$ cat src/rtl/io_bus_arbiter.sv
// io_bus_arbiter
//   Shares the single RRIOT I/O register port between the 6502 CPU bus side
//   (requester 0) and the debug/host side (requester 1). Each granted access
//   is sequenced IDLE -> ISSUE -> WAIT -> DONE: one io_enable strobe, one
//   cycle for the io block's registered read data, then a one-cycle ack to
//   the winner carrying the captured read data.
//
// Parameters
//   ARB_MODE       0 = fixed priority (CPU wins) with host anti-starvation,
//                  1 = round-robin
//   HOST_MAX_WAIT  fixed mode: CPU grants a pending host may lose in a row
//                  before the host is forced through (1..15)
//
// Ports
//   clk, rst_n                         clock, synchronous active-low reset
//   cpu_req/we_n/addr/wdata            CPU request (level, held until ack)
//   cpu_ack/rdata/err                  CPU completion pulse, read data, read error
//   host_*                             same set for the host requester
//   io_enable/we_n/a/di                access strobe and fields to the io block
//   io_do, io_oe                       registered read data and valid from io block

module io_bus_arbiter #(
    parameter int unsigned ARB_MODE      = 32'd0,
    parameter int unsigned HOST_MAX_WAIT = 32'd3
) (
    input  logic       clk,
    input  logic       rst_n,
    input  logic       cpu_req,
    input  logic       cpu_we_n,
    input  logic [2:0] cpu_addr,
    input  logic [7:0] cpu_wdata,
    output logic       cpu_ack,
    output logic [7:0] cpu_rdata,
    output logic       cpu_err,
    input  logic       host_req,
    input  logic       host_we_n,
    input  logic [2:0] host_addr,
    input  logic [7:0] host_wdata,
    output logic       host_ack,
    output logic [7:0] host_rdata,
    output logic       host_err,
    output logic       io_enable,
    output logic       io_we_n,
    output logic [2:0] io_a,
    output logic [7:0] io_di,
    input  logic [7:0] io_do,
    input  logic       io_oe
);

    typedef enum logic [1:0] {
        ST_IDLE  = 2'd0,
        ST_ISSUE = 2'd1,
        ST_WAIT  = 2'd2,
        ST_DONE  = 2'd3
    } state_t;

    localparam logic [3:0] MAX_WAIT_C = 4'(HOST_MAX_WAIT);

    state_t     state_r;
    state_t     state_next_s;
    logic       any_req_s;
    logic       grant_host_s;
    logic       win_host_r;       // 1 = access in flight belongs to host
    logic       rr_last_host_r;   // 1 = host was granted last
    logic [3:0] starve_cnt_r;     // CPU grants lost in a row by a pending host

    // Arbitration: pick the winner among the requests seen in IDLE.
    always_comb begin
        any_req_s    = cpu_req | host_req;
        grant_host_s = 1'b0;
        if (cpu_req && host_req) begin
            if (ARB_MODE == 32'd1) begin
                // Favour whoever was not granted last.
                grant_host_s = ~rr_last_host_r;
            end else begin
                grant_host_s = (starve_cnt_r >= MAX_WAIT_C);
            end
        end else if (host_req) begin
            grant_host_s = 1'b1;
        end else begin
            grant_host_s = 1'b0;
        end
    end

    // Next-state logic of the access sequencer.
    always_comb begin
        state_next_s = state_r;
        case (state_r)
            ST_IDLE: begin
                if (any_req_s) begin
                    state_next_s = ST_ISSUE;
                end else begin
                    state_next_s = ST_IDLE;
                end
            end
            ST_ISSUE: state_next_s = ST_WAIT;
            ST_WAIT:  state_next_s = ST_DONE;
            ST_DONE:  state_next_s = ST_IDLE;
            default:  state_next_s = ST_IDLE;
        endcase
    end

    // Sequencer state register.
    always_ff @(posedge clk) begin
        if (!rst_n) begin
            state_r <= ST_IDLE;
        end else begin
            state_r <= state_next_s;
        end
    end

    // Grant bookkeeping and io-side access fields, latched at grant.
    always_ff @(posedge clk) begin
        if (!rst_n) begin
            io_enable      <= 1'b0;
            io_we_n        <= 1'b1;
            io_a           <= 3'd0;
            io_di          <= 8'd0;
            win_host_r     <= 1'b0;
            rr_last_host_r <= 1'b1;
            starve_cnt_r   <= 4'd0;
        end else begin
            case (state_r)
                ST_IDLE: begin
                    if (any_req_s) begin
                        io_enable      <= 1'b1;
                        win_host_r     <= grant_host_s;
                        rr_last_host_r <= grant_host_s;
                        io_we_n        <= grant_host_s ? host_we_n  : cpu_we_n;
                        io_a           <= grant_host_s ? host_addr  : cpu_addr;
                        io_di          <= grant_host_s ? host_wdata : cpu_wdata;
                    end
                    // A pending host that loses to the CPU ages; any host
                    // grant or an idle host starts the count over.
                    if (!host_req || grant_host_s) begin
                        starve_cnt_r <= 4'd0;
                    end else if (starve_cnt_r < MAX_WAIT_C) begin
                        starve_cnt_r <= starve_cnt_r + 4'd1;
                    end
                end
                ST_ISSUE: io_enable <= 1'b0;
                default:  io_enable <= 1'b0;
            endcase
        end
    end

    // Completion: capture read data in WAIT so it is valid alongside the ack.
    always_ff @(posedge clk) begin
        if (!rst_n) begin
            cpu_ack    <= 1'b0;
            cpu_err    <= 1'b0;
            cpu_rdata  <= 8'd0;
            host_ack   <= 1'b0;
            host_err   <= 1'b0;
            host_rdata <= 8'd0;
        end else begin
            cpu_ack  <= 1'b0;
            cpu_err  <= 1'b0;
            host_ack <= 1'b0;
            host_err <= 1'b0;
            if (state_r == ST_WAIT) begin
                if (win_host_r) begin
                    host_ack <= 1'b1;
                    if (io_we_n) begin
                        if (io_oe) begin
                            host_rdata <= io_do;
                        end else begin
                            host_err <= 1'b1;
                        end
                    end
                end else begin
                    cpu_ack <= 1'b1;
                    if (io_we_n) begin
                        if (io_oe) begin
                            cpu_rdata <= io_do;
                        end else begin
                            cpu_err <= 1'b1;
                        end
                    end
                end
            end
        end
    end

endmodule

$ cat config.mk
export PLATFORM = sky130hd
export DESIGN_NAME = io_bus_arbiter
export DESIGN_NICKNAME = d
export VERILOG_FILES = /design/src/rtl/io_bus_arbiter.sv
export SDC_FILE = /design/constraint.sdc
export NUM_CORES = 1
export LEC_CHECK = 0
export ABC_AREA = 1
export CORE_ASPECT_RATIO = 0.9
export CORE_UTILIZATION = 42
export DETAILED_ROUTE_END_ITERATION = 10
export PLACE_DENSITY = 0.84
export SETUP_SLACK_MARGIN = 0.5
export SKIP_CTS_REPAIR_TIMING = 1
export SYNTH_ARGS = -nofsm -noshare
export SYNTH_HDL_FRONTEND = slang
export SYNTH_SLANG_ARGS = --single-unit
$ cat constraint.sdc
create_clock -name clk -period 1.8 [get_ports clk]
set_input_delay 0.18 -clock clk [delete_from_list [all_inputs] [get_ports clk]]
set_output_delay 0.18 -clock clk [all_outputs]
set_load 0.03 [all_outputs]
### Word-level counts from Yosys, hierarchy flattened

Index checks and enable logic that the tools add are counted.

| operators by class | value |
|---|---|
| add/sub/neg operators | 1 |
| $lt $le $gt $ge | 2 |
| muxes and demuxes | 13 |
| bitwise gates (word level) | 4 |
| reduce and logical (&&, ||, !) cells | 13 |
| equality and inequality tests | 3 |

Operator list:

| cell | count |
|---|---|
| $mux 1 | 8 |
| $mux 4 | 2 |
| $mux 8 | 1 |
| $pmux 2 s4 | 1 |
| $reduce_and 2->1 | 4 |
| $reduce_and 4->1 | 2 |
| $add 4x1->4 const B | 1 |
| $eq 2x2->1 const B | 2 |
| $ge 4x2->1 const B | 1 |
| $lt 4x2->1 const B | 1 |
| $mux 3 | 1 |
| $not 1->1 | 3 |
| $reduce_and 3->1 | 1 |
| $reduce_or 3->1 | 1 |
| $eq 2x1->1 const B | 1 |
| $logic_not 2->1 | 1 |
| $reduce_bool 2->1 | 1 |
| $logic_and 1x1->1 | 1 |
| $logic_not 1->1 | 1 |
| $logic_or 1x1->1 | 1 |
| $or 1x1->1 | 1 |

| storage, ports and cells | value |
|---|---|
| bits of input ports | 37 |
| flip-flop bits (word level) | 40 |
| output and inout port bits | 33 |
| logic and storage cells | 49 |

### Longest topological paths before layout

Gate-level depths: netlist of the first run.

| depth | value |
|---|---|
| depth in word-level cells | 5 |
| depth in mapped cells | 9 |
| mapped depth without buffers | 8 |

### Worst setup path after synthesis of the first run

OpenSTA, ideal clock, no wires.

| path | value |
|---|---|
| path type | reg2reg |
| from | register io_we_n |
| to | register cpu_rdata[0] |
| data required time | 1.684 ns |
| library setup time | 0.116 ns |
| slack | 0.430 ns |
| path buffers | 0 |
| arrival | 1.254 ns |
| cell stages (with the launch flop) | 6 |
| period minus slack after synthesis | 1.370 ns |
| cells stage by stage | dfxtp_1 -> inv_1 -> nor3_4 -> inv_1 -> nor2_1 -> nor2_1 |

| between the ends | value |
|---|---|
| cells in the longest elaborated chain, start to end | 1 |

Ends and longest elaborated chain:

| element | line | RTL |
|---|---|---|
| from (decl) | 43 | `output logic io_we_n,` |
| from (signal assigned) | 129 | `io_we_n <= grant_host_s ? host_we_n : cpu_we_n;` |
| $reduce_and 4->1 (no line) | n/a |  |
| to (signal assigned) | 175 | `cpu_rdata <= io_do;` |
| to (decl) | 33 | `output logic [7:0] cpu_rdata,` |

Every way passes these cells.
A chain may end at the register's enable or synchronous reset.

### Worst setup path in the final report of the first run

| path | value |
|---|---|
| from | register state_r[0] |
| to | register host_rdata[3] |

| between the ends | value |
|---|---|
| cells in the longest elaborated chain, start to end | 2 |

Ends and longest elaborated chain:

| element | line | RTL |
|---|---|---|
| from (decl) | 59 | `state_t state_r;` |
| from (signal assigned) | 108 | `state_r <= state_next_s;` |
| $eq 2x2->1 | 161 | `if (state_r == ST_WAIT) begin` |
| $reduce_and 4->1 (no line) | n/a |  |
| to (signal assigned) | 166 | `host_rdata <= io_do;` |
| to (decl) | 40 | `output logic [7:0] host_rdata,` |

Every way passes these cells.

==> flow_results.xml, run 1 <==
<?xml version="1.0" encoding="UTF-8"?>
<metrics>
  <group name="final_layout">
    <metric name="filler_cell_count" unit="">256</metric>
    <metric name="drive_gt1_frac" unit="">0.1410</metric>
    <metric name="area_delta_synth_final" unit="%">68.27</metric>
    <metric name="final_common_cell" unit="">nor2_1</metric>
    <metric name="antennaDiodeCount" unit="">0</metric>
    <metric name="leading_cell_types_in_the_layout_fill_and_taps_excluded" unit="">59 x nor2_1, 37 x dfxtp_1, 36 x clkdlybuf4s50_1</metric>
    <metric name="post_layout_net_count" unit="">352</metric>
  </group>
  <group name="floorplan">
    <metric name="floorplan.initialDensity" unit="">0.4439</metric>
    <metric name="die_area" unit="um^2">4228</metric>
    <metric name="core_rows" unit="">21</metric>
    <metric name="fp.dieH" unit="um">61.79</metric>
    <metric name="design.core.area" unit="um^2">3757</metric>
    <metric name="fp.dieW" unit="um">68.43</metric>
    <metric name="boundaryPins" unit="">70</metric>
  </group>
  <group name="job">
    <metric name="drv.max_cap_violation_count" unit="">0</metric>
  </group>
  <group name="route">
    <metric name="dr_drc_count" unit="">0</metric>
    <metric name="routed_via_density" unit="">4.958</metric>
    <metric name="wl" unit="um">4801</metric>
    <metric name="vias" unit="">1775</metric>
    <metric name="wl_per_cell" unit="um">13.41</metric>
    <metric name="ant_nets" unit="">0</metric>
    <metric name="firstDrtPassIters" unit="">7</metric>
    <metric name="number_of_violations_reported_at_the_end_of_detailed_routing_iteration_0" unit="">127</metric>
  </group>
  <group name="worst_setup_path">
    <metric name="cp_max_fo" unit="">7</metric>
    <metric name="worst-setup-path-type" unit="">reg -&gt; reg</metric>
    <metric name="capturing_element_type_of_the_critical_path" unit="">flop</metric>
    <metric name="critical-path-slowest-cell" unit="">nor3_4</metric>
    <metric name="timing.critical_path.required" unit="ns">2.02</metric>
    <metric name="crit_path_cell_trace" unit="">inv_4 &gt; ha_4 &gt; nand2_4 &gt; nor3_4 &gt; buf_4 &gt; o21ai_0 &gt; nor2_1</metric>
    <metric name="critPathArrivalTime" unit="ns">1.64</metric>
    <metric name="crit_path_max_incr_delay" unit="ns">0.35</metric>
    <metric name="setup.worst_path.start_class" unit="">flop</metric>
  </group>
  <group name="global_route">
    <metric name="antenna_violations_before_repair" unit="">0</metric>
    <metric name="grt_first_pass_wirelength" unit="um">6175</metric>
    <metric name="grt_max_degree" unit="">23</metric>
    <metric name="global_route.overflow_total" unit="">0</metric>
    <metric name="via_count_of_the_first_global_routing_pass" unit="">1443</metric>
    <metric name="grt_usage" unit="">0.1967</metric>
  </group>
  <group name="cts">
    <metric name="htreeDepth" unit="">2</metric>
    <metric name="path_clk_slew" unit="ns">0.08</metric>
    <metric name="clk-insertion-delay-late" unit="ns">0.29</metric>
    <metric name="numCtsBuffers" unit="">5</metric>
    <metric name="clock_tree.root_cell" unit="">clkbuf_8</metric>
    <metric name="clock_tree.buffer_depth" unit="">2</metric>
    <metric name="tritoncts" unit="">built</metric>
    <metric name="cts.sink_count" unit="">40</metric>
  </group>
  <group name="placement">
    <metric name="dp.final_hpwl" unit="um">3063</metric>
    <metric name="port-buffer-count" unit="">69</metric>
    <metric name="rd_place_congestion" unit="">0.7745</metric>
    <metric name="preCtsSetupSlack" unit="ns">0.2582</metric>
  </group>
  <group name="synthesis">
    <metric name="synth_sequential_area_ratio" unit="">0.4801</metric>
    <metric name="synth.ff_latch_count" unit="">40</metric>
    <metric name="yosys_warnings" unit="">0</metric>
    <metric name="synth.cell_area" unit="um^2">1668</metric>
    <metric name="synthesis.instances" unit="">231</metric>
    <metric name="syn_area_per_cell" unit="um^2">7.220</metric>
    <metric name="synth_fp_nets" unit="">272</metric>
    <metric name="netlist-cell-type-count" unit="">18</metric>
  </group>
  <group name="worst_hold_path">
    <metric name="hold_crit_path_type" unit="">reg -&gt; reg</metric>
  </group>
  <group name="sta">
    <metric name="final.period_utilization" unit="">0.7853</metric>
    <metric name="finalWorstPathRequiredPeriod" unit="ns">1.414</metric>
    <metric name="max_slew_margin" unit="">0.6689</metric>
    <metric name="final_setup_violations" unit="">0</metric>
    <metric name="timing_hold_violations_final" unit="">0</metric>
    <metric name="slew_viol_final" unit="">0</metric>
    <metric name="postLayoutSetupSlackWorst" unit="ns">0.3864</metric>
    <metric name="rsz_0062_raised_after_global_routing" unit="">yes</metric>
    <metric name="worst_pin_slew" unit="ns">0.4962</metric>
    <metric name="clock_tree_skew_after_final_layout" unit="ns">0.009912</metric>
    <metric name="maxClockFrequency" unit="GHz">0.7074</metric>
    <metric name="totalNegativeSetupSlack" unit="ns">0</metric>
  </group>
  <group name="power_and_ir_drop">
    <metric name="ir_worst_vdd" unit="mV">0.7187</metric>
    <metric name="power-per-cell-area" unit="nW/um^2">1233</metric>
    <metric name="power.leakage" unit="uW">0.001778</metric>
    <metric name="post_route_total_power" unit="uW">3460</metric>
  </group>
  <group name="outcome">
    <metric name="outcome" unit="">finished, final reports clean</metric>
  </group>
</metrics>
[power by group]
part / internal [uW] / switching, uW
combinational: 574 / 755
clock: 694 / 311
sequential: 1040 / 88.5
total: 2310 / 1150
[path summary, 6_finish.rpt]
check / startpoint / end / slack, ns / cells past startpoint
worst max-delay path: state_r[0]$_SDFF_PN0_ / host_rdata[3]$_SDFFE_PN0P_ / 0.39 / 7
worst min-delay path: starve_cnt_r[2]$_SDFFE_PN0P_ / starve_cnt_r[2]$_SDFFE_PN0P_ / 0.44 / 2
worst max register to register: state_r[0]$_SDFF_PN0_ / host_rdata[3]$_SDFFE_PN0P_ / 0.39 / 7
worst min register to register: starve_cnt_r[2]$_SDFFE_PN0P_ / starve_cnt_r[2]$_SDFFE_PN0P_ / 0.44 / 2
[stage by stage]
| step | cell area (um^2) | util | std cells | hold WS, ns |
|---|---|---|---|---|
| final | 2806 | 0.7469 | 358 | 0.4396 |
| after global routing | 2806 | 0.7469 | 358 | 0.4614 |
| after CTS | 2596 | 0.6910 | 352 | 0.4439 |
| after global placement | 2437 | 0.6487 | 344 | 0.4280 |
| after detailed placement | 2437 | 0.6487 | 344 | 0.4311 |
| after floorplan | 1669 | - | 231 | 0.2585 |
[worst max-delay path: cells and delay by family (launching register included)]
family	cells	cell delay, ns
flip-flops	1	0.34
AND/OR/NAND/NOR	3	0.52
buffers and inverters	2	0.25
AO/OA/AOI/OAI	1	0.08
adder cells (fa/ha/maj)	1	0.15
[sequential cells by signal, indices dropped and copies added (netlist names)]
register	flops
cpu_ack	1
io_di	8
starve_cnt_r	4
cpu_err	1
io_a	3
host_rdata	8
io_enable	1
state_r	2
host_ack	1
io_we_n	1
cpu_rdata	8
win_host_r	1
host_err	1
[cell usage after synthesis]
cell type | count | area [um^2]
nor2_4 | 1 | 11.26
inv_1 | 23 | 86.33
a21oi_1 | 4 | 20.02
nand3_1 | 26 | 130.1
nor3_4 | 2 | 32.53
buf_4 | 2 | 15.01
dfxtp_1 | 40 | 800.8
clkbuf_1 | 2 | 7.510
nand2_2 | 1 | 6.260
ha_1 | 4 | 50.05
nor4_1 | 2 | 12.51
nor2_1 | 62 | 232.7
buf_1 | 2 | 7.510
inv_2 | 2 | 7.510
nand2_1 | 35 | 131.4
o21ai_0 | 19 | 95.09
nor2_2 | 1 | 6.260
buf_2 | 3 | 15.01
[logic make-up after synthesis]
kind of cell             Yosys count  synth area share
AO/OA/AOI/OAI                     23           0.06902
adder cells (fa/ha/maj)            4           0.03001
buffers and inverters             34           0.08327
flip-flops                        40            0.4801
AND/OR/NAND/NOR                  130            0.3376
[cell type report]
class	instances	area (um^2)	share of cell area
repair buffers	82	902.1	0.3214
well taps	46	57.56	0.02051
clock inverters	3	90.09	0.03210
clock buffers	5	68.82	0.02452
multi-input cells	157	779.5	0.2778
flip-flops and latches	40	804.5	0.2867
inverters	25	103.9	0.03700
[metal layers]
metal,part of all wire,track usage,vias to the layer above
met1,0.41,0.2335,820
met5,0,0,-
li1,-,-,884
met2,0.53,0.3571,67
met4,0.010,0.05952,0
met3,0.059,0.04015,4
(Power assumes the default switching activity.)
==> run 2: changes to the inputs <==
CORE_UTILIZATION = 38   (was 42)
PLACE_DENSITY = 0.8   (was 0.84)
clock period = 1.15 ns   (was 1.8 ns; I/O delays follow)
==> flow_results.xml, run 2 (synthesized netlist as in run 1, its figures left out) <==
<?xml version="1.0" encoding="UTF-8"?>
<metrics>
  <group name="final_layout">
    <metric name="area_delta_synth_final" unit="%">84.55</metric>
    <metric name="top_regs" unit="">cpu_rdata x8, host_rdata x8, io_di x8</metric>
    <metric name="final_core_area_utilization" unit="">0.7455</metric>
    <metric name="drive_gt1_frac" unit="">0.4585</metric>
    <metric name="antennaDiodeCount" unit="">0</metric>
    <metric name="stdcell_area" unit="um^2">3078</metric>
    <metric name="post_layout_net_count" unit="">366</metric>
    <metric name="leading_cell_types_in_the_layout_fill_and_taps_excluded" unit="">55 x nor2_1, 39 x buf_6, 35 x clkdlybuf4s50_1</metric>
    <metric name="filler_cell_count" unit="">277</metric>
    <metric name="filler_free_cell_count_of_the_finished_design" unit="">373</metric>
    <metric name="final_common_cell" unit="">nor2_1</metric>
  </group>
  <group name="cts">
    <metric name="tritoncts" unit="">built</metric>
    <metric name="numCtsBuffers" unit="">5</metric>
    <metric name="clock_tree.root_cell" unit="">clkbuf_8</metric>
    <metric name="clock_tree.buffer_depth" unit="">2</metric>
    <metric name="cts.sink_count" unit="">40</metric>
    <metric name="htreeDepth" unit="">2</metric>
    <metric name="path_clk_slew" unit="ns">0.08</metric>
    <metric name="clk-insertion-delay-late" unit="ns">0.30</metric>
  </group>
  <group name="power_and_ir_drop">
    <metric name="ir_worst_vdd" unit="mV">1.028</metric>
    <metric name="power.leakage" unit="uW">0.001422</metric>
    <metric name="power-per-cell-area" unit="nW/um^2">1800</metric>
  </group>
  <group name="floorplan">
    <metric name="design.core.area" unit="um^2">4129</metric>
    <metric name="floorplan.initialDensity" unit="">0.4039</metric>
    <metric name="die_area" unit="um^2">4659</metric>
    <metric name="fp.dieW" unit="um">71.84</metric>
    <metric name="boundaryPins" unit="">70</metric>
    <metric name="core_rows" unit="">22</metric>
    <metric name="fp.dieH" unit="um">64.85</metric>
  </group>
  <group name="worst_setup_path">
    <metric name="capturing_element_type_of_the_critical_path" unit="">flop</metric>
    <metric name="critical-path-slowest-cell" unit="">dfxtp_2</metric>
    <metric name="critPathArrivalTime" unit="ns">1.62</metric>
    <metric name="timing.critical_path.required" unit="ns">1.37</metric>
    <metric name="cp_max_fo" unit="">5</metric>
    <metric name="crit_path_max_incr_delay" unit="ns">0.34</metric>
    <metric name="crit_path_cell_trace" unit="">inv_4 &gt; ha_4 &gt; nand2_4 &gt; nor3_4 &gt; buf_4 &gt; o21ai_0 &gt; nor2_1</metric>
    <metric name="setup.worst_path.start_class" unit="">flop</metric>
    <metric name="worst-setup-path-type" unit="">reg -&gt; reg</metric>
    <metric name="cp_top_family" unit="">simple AND/OR/NAND/NOR gates</metric>
    <metric name="bufs_and_invs_on_worst_path" unit="">2</metric>
  </group>
  <group name="placement">
    <metric name="post_dp_cell_area" unit="um^2">2577</metric>
    <metric name="dp.final_hpwl" unit="um">3132</metric>
    <metric name="dp_cells" unit="">357</metric>
    <metric name="port-buffer-count" unit="">69</metric>
    <metric name="rd_place_congestion" unit="">0.7852</metric>
  </group>
  <group name="outcome">
    <metric name="violations" unit="">setup timing</metric>
    <metric name="outcome" unit="">finished, violations left</metric>
  </group>
  <group name="sta">
    <metric name="maxClockFrequency" unit="GHz">0.7139</metric>
    <metric name="worst_pin_slew" unit="ns">0.5221</metric>
    <metric name="timing_hold_violations_final" unit="">0</metric>
    <metric name="rsz_0062_raised_after_global_routing" unit="">yes</metric>
    <metric name="final_setup_violations" unit="">29</metric>
    <metric name="postLayoutSetupSlackWorst" unit="ns">-0.2507</metric>
    <metric name="clock_tree_skew_after_final_layout" unit="ns">0.006962</metric>
    <metric name="final.period_utilization" unit="">1.218</metric>
    <metric name="max_slew_margin" unit="">0.6516</metric>
    <metric name="finalWorstPathRequiredPeriod" unit="ns">1.401</metric>
    <metric name="slew_viol_final" unit="">0</metric>
  </group>
  <group name="route">
    <metric name="number_of_violations_reported_at_the_end_of_detailed_routing_iteration_0" unit="">113</metric>
    <metric name="vias" unit="">1856</metric>
    <metric name="dr_drc_count" unit="">0</metric>
    <metric name="routed_via_density" unit="">4.976</metric>
    <metric name="wl" unit="um">5547</metric>
    <metric name="firstDrtPassIters" unit="">4</metric>
    <metric name="wl_per_cell" unit="um">14.87</metric>
    <metric name="ant_nets" unit="">0</metric>
  </group>
  <group name="job">
    <metric name="drv.max_cap_violation_count" unit="">0</metric>
  </group>
  <group name="global_route">
    <metric name="antenna_violations_before_repair" unit="">0</metric>
    <metric name="grt_first_pass_wirelength" unit="um">6865</metric>
    <metric name="global_route.overflow_total" unit="">0</metric>
    <metric name="grt_max_degree" unit="">18</metric>
    <metric name="via_count_of_the_first_global_routing_pass" unit="">1532</metric>
    <metric name="grt_usage" unit="">0.1910</metric>
  </group>
  <group name="worst_hold_path">
    <metric name="hold_crit_path_type" unit="">in -&gt; reg</metric>
  </group>
</metrics>
==> run 2: changes by cell type in the layout (fill, tap and decap cells not counted), moves of 3 or more <==
| cell | before | now |
|---|---|---|
| buf_4 | 7 | 17 |
| o21ai_0 | 18 | 13 |
| dfxtp_2 | 3 | 32 |
| dlymetal6s2s_1 | 33 | 1 |
| nand3_2 | 0 | 16 |
| nand3_1 | 26 | 10 |
| nor2_1 | 59 | 55 |
| nor2_2 | 4 | 7 |
| o21ai_2 | 0 | 3 |
| dfxtp_1 | 37 | 8 |
| buf_6 | 5 | 39 |
==> run 2: power breakdown <==
group,internal (uW),leakage (uW),switching (uW)
sequential,1660,0.000339,181
combinational,1040,0.00102,1320
clock,854,0.0000642,481
==> run 2: area by class of cell <==
type / count / area [um^2] / area share
sequential: 40 / 840.8 / 0.2732
clock buffer: 5 / 68.82 / 0.02236
clock inverter: 2 / 60.06 / 0.01951
inverter: 25 / 101.3 / 0.03293
timing repair buffer: 95 / 974.7 / 0.3167
multi-input combinational: 158 / 972.2 / 0.3159
tap: 48 / 60.06 / 0.01951
==> run 2: metrics by stage <==
stage / total power [uW] / hold slack [ns] / setup TNS [ns] / setup slack [ns]
after global placement: 3751 / 0.4258 / -7.791 / -0.2749
after global routing: 5830 / 0.4166 / -5.804 / -0.3202
after CTS: 5133 / 0.4246 / -11.02 / -0.2968
final: 5539 / 0.4118 / -3.799 / -0.2507
after floorplan: 2985 / 0.1935 / -0.2406 / -0.03457
after detailed placement: 3798 / 0.4275 / -8.299 / -0.2920
==> run 2: per-layer routing <==
layer,vias up,wire length [um],track usage
met5,-,0,0
met4,0,213,0.05637
met3,21,174,0.06221
met2,51,2953,0.3267
met1,874,2205,0.2278
li1,910,-,-
==> run 2: worst register-to-register path: stages, from the launching register on <==
cell and delay [ns]:
dfxtp_2 0.34, inv_4 0.08, ha_4 0.16, nand2_4 0.07, nor3_4 0.23, buf_4 0.17
o21ai_0 0.11, nor2_1 0.17
==> run 2: path summary, 6_finish.rpt <==
kind | startpoint | end | slack [ns] | cells after the start
worst min register to register | starve_cnt_r[3]$_SDFFE_PN0P_ | starve_cnt_r[3]$_SDFFE_PN0P_ | 0.44 | 2
worst max-delay path | state_r[0]$_SDFF_PN0_ | cpu_rdata[4]$_SDFFE_PN0P_ | -0.25 | 7
worst max register to register | state_r[0]$_SDFF_PN0_ | cpu_rdata[4]$_SDFFE_PN0P_ | -0.25 | 7
worst min-delay path | io_do[1] | cpu_rdata[1]$_SDFFE_PN0P_ | 0.41 | 3
